### config.mk
export PLATFORM = sky130hd
export DESIGN_NAME = bcd_operand_loader
export DESIGN_NICKNAME = d
export VERILOG_FILES = /design/src/rtl/bcd_pkg.sv /design/src/rtl/debounce.sv /design/src/rtl/bcd_operand_loader.sv
export SDC_FILE = /design/constraint.sdc
export NUM_CORES = 1
export LEC_CHECK = 0
export BUFFER_PORTS_ARGS = -buffer_cell sky130_fd_sc_hd__buf_2
export CAP_MARGIN = 20
export CORE_MARGIN = 2
export CORE_UTILIZATION = 40
export CTS_BUF_LIST = sky130_fd_sc_hd__clkbuf_8
export DETAILED_ROUTE_END_ITERATION = 16
export PLACE_DENSITY = 0.64
export REMOVE_ABC_BUFFERS = 1
export SYNTH_ARGS = -nofsm -noshare
export SYNTH_HDL_FRONTEND = slang
export SYNTH_SLANG_ARGS = --single-unit
### constraint.sdc
create_clock -name clk -period 2.64 [get_ports clk]
set_input_delay 0.528 -clock clk [delete_from_list [all_inputs] [get_ports clk]]
set_output_delay 0.528 -clock clk [all_outputs]
set_load 0.01 [all_outputs]
### src/rtl/bcd_pkg.sv
// Shared types and constants for the BCD operand loader: FSM state encoding,
// digit type and the legal-digit check used when capturing operands.
package bcd_pkg;

   typedef enum logic [1:0] {
      ESPERA_A = 2'd0,
      ESPERA_B = 2'd1,
      PRONTO   = 2'd2,
      ERRO     = 2'd3
   } estado_t;

   typedef logic [3:0] digito_t;

   localparam digito_t DIGITO_MAX = 4'd9;

   function automatic logic digito_ok(input digito_t d);
      return (d <= DIGITO_MAX);
   endfunction

endpackage

### src/rtl/debounce.sv
// Push-button front end: 2-flop synchronizer, stability-count debouncer and a
// one-cycle press pulse on every accepted 1->0 level transition.
module debounce #(
   parameter int DEBOUNCE_CYCLES = 500000
) (
   input  logic clk,
   input  logic rst,
   input  logic in_n,
   output logic press
);

   localparam int CNT_W = $clog2(DEBOUNCE_CYCLES);
   localparam logic [CNT_W-1:0] CNT_LAST = CNT_W'(DEBOUNCE_CYCLES - 1);

   logic             sync1_q;
   logic             sync2_q;
   logic             level_q;
   logic             level_d;
   logic [CNT_W-1:0] cnt_q;
   logic [CNT_W-1:0] cnt_d;

   // Synchronizer flops, accepted level and stability counter.
   always_ff @(posedge clk) begin
      if (rst) begin
         sync1_q <= 1'b1;
         sync2_q <= 1'b1;
         level_q <= 1'b1;
         cnt_q   <= {CNT_W{1'b0}};
      end else begin
         sync1_q <= in_n;
         sync2_q <= sync1_q;
         level_q <= level_d;
         cnt_q   <= cnt_d;
      end
   end

   // Level acceptance; the pulse is combinational so the consumer updates on
   // the same edge that flips the accepted level.
   always_comb begin
      level_d = level_q;
      cnt_d   = {CNT_W{1'b0}};
      press   = 1'b0;
      if (sync2_q != level_q) begin
         if (cnt_q == CNT_LAST) begin
            level_d = sync2_q;
            press   = level_q;
         end else begin
            cnt_d = cnt_q + CNT_W'(1);
         end
      end else begin
         cnt_d = {CNT_W{1'b0}};
      end
   end

endmodule

### src/rtl/bcd_operand_loader.sv
// Captures two BCD operands and a carry from switches, one per debounced
// button press, and flags illegal digits; outputs feed the BCD digit adder.
module bcd_operand_loader
   import bcd_pkg::*;
#(
   parameter int DEBOUNCE_CYCLES = 500000
) (
   input  logic       clk,
   input  logic       rst,
   input  logic [3:0] digito,
   input  logic       carry_in,
   input  logic       load_n,
   output logic [3:0] a,
   output logic [3:0] b,
   output logic       cin,
   output logic       valid,
   output logic       erro,
   output logic [1:0] estado
);

   logic    press_s;
   estado_t state_q;
   estado_t state_d;
   digito_t a_q;
   digito_t a_d;
   digito_t b_q;
   digito_t b_d;
   logic    cin_q;
   logic    cin_d;
   logic    valid_q;
   logic    valid_d;
   logic    erro_q;
   logic    erro_d;

   debounce #(
      .DEBOUNCE_CYCLES(DEBOUNCE_CYCLES)
   ) u_debounce (
      .clk   (clk),
      .rst   (rst),
      .in_n  (load_n),
      .press (press_s)
   );

   // State and operand registers.
   always_ff @(posedge clk) begin
      if (rst) begin
         state_q <= ESPERA_A;
         a_q     <= 4'd0;
         b_q     <= 4'd0;
         cin_q   <= 1'b0;
         valid_q <= 1'b0;
         erro_q  <= 1'b0;
      end else begin
         state_q <= state_d;
         a_q     <= a_d;
         b_q     <= b_d;
         cin_q   <= cin_d;
         valid_q <= valid_d;
         erro_q  <= erro_d;
      end
   end

   // Capture sequencing; switches are looked at only in the press cycle.
   always_comb begin
      state_d = state_q;
      a_d     = a_q;
      b_d     = b_q;
      cin_d   = cin_q;
      valid_d = valid_q;
      erro_d  = erro_q;
      if (press_s) begin
         case (state_q)
            ESPERA_A, PRONTO: begin
               valid_d = 1'b0;
               if (digito_ok(digito)) begin
                  a_d     = digito;
                  state_d = ESPERA_B;
               end else begin
                  erro_d  = 1'b1;
                  state_d = ERRO;
               end
            end
            ESPERA_B: begin
               if (digito_ok(digito)) begin
                  b_d     = digito;
                  cin_d   = carry_in;
                  valid_d = 1'b1;
                  state_d = PRONTO;
               end else begin
                  erro_d  = 1'b1;
                  state_d = ERRO;
               end
            end
            ERRO: begin
               erro_d  = 1'b0;
               state_d = ESPERA_A;
            end
            default: begin
               state_d = ESPERA_A;
            end
         endcase
      end else begin
         state_d = state_q;
      end
   end

   assign a      = a_q;
   assign b      = b_q;
   assign cin    = cin_q;
   assign valid  = valid_q;
   assign erro   = erro_q;
   assign estado = state_q;

endmodule

# [Word level (Yosys, flattened, before mapping)]
# Index checks and enable logic that the tools add are counted.
[totals] register_bits=35 latchBits=0 mem_bits_rw=0 mem_bits_ro=0 in_bits=8 elab_cells=39 n_memories=0
[classes] n_addsub=1 mul=0 div_mod_pow=0 magnitude_cmp=1 n_eq_ne=7 shift=0 mux=9 n_bitwise=1 n_reduce_logical=10
[ops] op="adder 19 x 1 -> 19 bit (second input constant)" n=1
[ops] op="== test 19 bit (second input constant)" n=1
[ops] op="AND reduction 3 bit" n=3
[ops] op="case mux 2 bit (3 select lines)" n=1
[ops] op="OR reduction 3 bit" n=2
[ops] op="two-way mux 1 bit" n=5
[ops] op="== test 2 bit (second input constant)" n=2
[ops] op="<= comparator 4 bit (second input constant)" n=1
[ops] op="!= test 2 bit (second input constant)" n=2
[ops] op="case mux 1 bit (2 select lines)" n=2
[ops] op="AND reduction 2 bit" n=2
[ops] op="== test 2 x 1 -> 1 bit (second input constant)" n=1
[ops] op="logical NOT 2 bit" n=1
[ops] op="two-way mux 2 bit" n=1
[ops] op="nonzero test 2 bit" n=1
[ops] op="OR reduction 2 bit" n=1
[ops] op="!= test 1 bit" n=1
[ops] op="NOT 1 bit" n=1

# [Longest topological paths before layout]
[depth] word_depth=4 ltp_mapped=7 mapped_depth_nobuf=5

# [By module]
# A second synthesis with hierarchy kept.
[unflattened] hier_cells=173 hier_area_um2=1535.2
[modules_own_cells] module="debounce" n_inst=1 cells_per_inst=111 area_per_inst_um2=992.2 seq_area_each_um2=440.4
[modules_own_cells] module="bcd_operand_loader" n_inst=1 cells_per_inst=62 area_per_inst_um2=543.0 seq_area_each_um2=260.2

# [Worst setup path before layout]
# No wires, ideal clock.
[synth_timing] path_kind="register to register" from="register u_debounce.cnt_q[0]" to="register u_debounce.cnt_q[13]" arrival_time_ns=1.552 required_time_ns=2.523 slack_ns=0.971 stages_incl_launch_ff=8 path_buffers=2 period_less_slack_ns=1.669 path_cell_list="dfxtp_1 -> ha_1 -> and4_1 -> buf_2 -> nand2_1 -> o21ai_2 -> buf_2 -> nor2_1"
[synth_between] elab_chain_len=2 elab_cells_between_ends=3
[synth_lines] element="from (decl)" line="debounce.sv:19" source="logic [CNT_W-1:0] cnt_q;"
[synth_lines] element="from (signal assigned)" line="debounce.sv:28" source="cnt_q <= {CNT_W{1'b0}};"
[synth_lines] element="from (signal assigned)" line="debounce.sv:33" source="cnt_q <= cnt_d;"
[synth_lines] element="parallel branches: the longest is 2 deep, another holds adder 19 x 1 -> 19 bit"
# Several ways; the timed one is not identified.
# A chain may end at the register's enable or synchronous reset.

# [Final worst setup path]
[layout_timing] from="register u_debounce.cnt_q[9]" to="register state_q[0], in the netlist estado[0]"
[layout_between] elab_chain_len=3
[layout_lines] element="== test 19 bit" line="debounce.sv:44" source="if (cnt_q == CNT_LAST) begin"
[layout_lines] element="two-way mux 1 bit" line="debounce.sv:44"
[layout_lines] element="two-way mux 1 bit" line="debounce.sv:43" source="if (sync2_q != level_q) begin"
[layout_lines] element="to (signal assigned)" line="bcd_operand_loader.sv:54" source="state_q <= state_d;"
[layout_lines] element="to (decl)" line="bcd_operand_loader.sv:22" source="estado_t state_q;"
# Every way passes these cells.

==> results.txt <==
Die height: 67.4 um
Switching power: 190 uW
Library cells used by synthesis: 40
Sw Ratio: 21.1%
Total core area: 0.00394 mm^2
Post-DP HPWL: 2.33 mm
Wire length per cell: 12.8 um
Cts hold-fix bufs: 0
Top cell type's share of synthesized area: 43.5%
Vias: 1383
CP startpoint kind: register
Effective utilization at floorplan: 40.8%
Post-place setup slack: 633 ps
Initial antenna violation count: 0
GP Congestion: 0.821
Sink Count: 35
Net count reported at finish: 212
Fin crit period: 1990 ps
Total die area: 0.00455 mm^2
Remaining antenna violation count after routing: 0
Cell taking the most area after synthesis: dfxtp_1
Fillers: 384
Max clock buf depth: 2
Critical path required time: 2790 ps
Resized cells post-CTS: 0
Type of the most critical hold path: reg2reg
Pin count of the biggest net entering global routing: 19
Fin. max-slew vios: 0
Status: finished clean
H-tree levels: 2
CTS Buf Count: 5
Final WS setup: 650 ps
Clock skew: 4.94 ps
Combinational power share: 2.5%
Compound-cell area share of the yosys netlist: 14.2%
Clk pwr share: 38.4%
Final hold violation count: 0
Max VDD drop: 0.235 mV
Clk slew on worst S/H paths: 60 ps
Synth warnings: 0
# IOs: 21
PortBufs: 20
Initial DRC Count: 57
DRT Pass-1 Iters: 4
DRC: 0
DP Cell Count: 246
TritonCTS clock tree: built
Ant. Diodes: 0
Simple-gate share of the synthesized area: 31.2%
Final Cycle Share: 75.4%
Synth Flop Type: dfxtp_1
PwrDens: 496 mW/mm^2
Synth Instances: 184
Post-synth EDFFs: 0
Internal power: 710 uW
Sequential share of power: 59.1%
Synth Area in XOR/XNOR: 7.08%
Post-route insts no fill: 252
Post-Synth Adder-Cell Area: 0.778%
Total negative slack: 0 ps
GR Util All Layers: 16.4%
FF-to-FF path depth: 4
CTS root buf: clkbuf_8
Slew @ Worst Pin: 614 ps
Rows: 23
Crit path kind: reg2reg
Syn Area/Cell: 8.74 um^2
Post-Synthesis Cell Area: 0.00161 mm^2
Final WL: 3.24 mm
Vias in the first global route: 1211
Critical Path AT: 2140 ps
Critical Path End Type: register
Seq/Total Area, Yosys: 43.5%
Max_slew headroom: 58.7%
Final Setup Violations: 0
Area added between synthesis and finish: 12.6%
First-pass GRT wire length: 5.42 mm
Worst skew pair latency: 290 ps
Layout cells sized above 1: 16.8%
Main combinational cell family by area after synthesis: simple AND/OR/NAND/NOR gates
Pleak: 0.000608 uW
Total setup buffers inserted after CTS: 0
Post-synthesis mux area share: 0%
Minimum hold slack: 410 ps
Die width: 67.4 um
Post-synthesis sequential element count: 35
RSZ-0062 raised after global routing: no
CP Max Fanout: 12
Gr ovfl total: 0
Synth async-reset ratio: 0%
Achievable clock frequency: 503 MHz
Area contributors post-synth: dfxtp_1 44%, nand3_1 5.3%, xor2_1 4.9%
WHS Path Cells: 1
Vias per inst: 5.49
Max Cap Viol: 0
-- final cells by class --
type	instances	area [um^2]	share of cell area, %
flip-flops and latches	35	701	38.7
multi-input cells	137	857	47.3
clock buffers	5	68.8	3.80
inverters	3	11.3	0.622
clock inverters	1	3.75	0.207
well taps	50	62.6	3.45
repair buffers	21	108	5.94
-- power by group through the flow --
stage               registers (uW)  clock network [uW]  logic (uW)
floorplan                      543                   0        9.07
global placement               543                   0        23.1
detailed placement             543                   0        23.0
CTS                            531                 366        23.0
global route                   531                 384        25.8
finish                         531                 345        22.9
-- cells by family (layout without fill, tap and decap cells) --
kind of cell	after synthesis	after routing
AND/OR/NAND/NOR	84	84
flip-flops	35	35
XOR/XNOR	13	13
adder cells (fa/ha/maj)	1	1
buffers and inverters	12	30
AO/OA/AOI/OAI	39	39
-- final timing paths --
kind,start,endpoint,slack (ps)
max,u_debounce.cnt_q[9],estado[0],650
min,u_debounce.sync1_q,u_debounce.sync2_q,410
max reg2reg,u_debounce.cnt_q[9],estado[0],650
min reg2reg,u_debounce.sync1_q,u_debounce.sync2_q,410
-- synth_stat cells (all sizes together), types with 2 or more instances --
master   n
nand4   11
xor2     9
xnor2    4
nor3     4
inv      3
o21ai   15
or4      2
nand2    7
a21oi   15
nor2    16
nor4     3
clkbuf   4
and2     3
and4     6
dfxtp   35
nand2b   2
a211oi   3
and3     2
or3      3
or2      2
nand3   17
buf      5
-- flip-flops by register name (all words and copies together) (netlist names) --
register and cells:
u_debounce.sync1_q 1, b 4, u_debounce.level_q 1, estado 2, valid 1, u_debounce.sync2_q 1, u_debounce.cnt_q 19, erro 1
a 4, cin 1
-- through the flow --
| step | total power (uW) | utilization, % | instance area, um^2 |
|---|---|---|---|
| after floorplan | 552 | - | 1570 |
| final | 899 | 46.0 | 1810 |
| after global routing | 941 | 46.0 | 1810 |
| after global placement | 566 | 44.1 | 1740 |
| after detailed placement | 566 | 44.1 | 1740 |
| after CTS | 920 | 46.0 | 1810 |
-- layer usage --
metal / GRT usage [%] / routed length (um)
met1: 19.6 / 1570
met2: 25.7 / 1400
met3: 6.17 / 196
met4: 8.42 / 68
met5: 0 / 0
-- critical path, cell delays in order, from the launching register on --
cell and delay [ps]:
dfxtp_1 370, nor4_1 380, nand3_1 400, nor4_1 580, a211oi_1 130
-- layout by cell type (no fill, tap or decap), drive strengths merged, types with 2 or more instances in the layout --
master,Yosys,final
nor3,4,4
dfxtp,35,35
nand2b,2,2
xor2,9,9
or4,2,2
clkbuf,4,5
and3,2,2
nand2,7,7
o21ai,15,15
and2,3,3
and4,6,6
nor4,3,3
or3,3,3
a21oi,15,15
inv,3,4
or2,2,2
nand4,11,11
xnor2,4,4
a211oi,3,3
nand3,17,17
buf,5,21
nor2,16,16
Power figures use the tool's default switching activity.
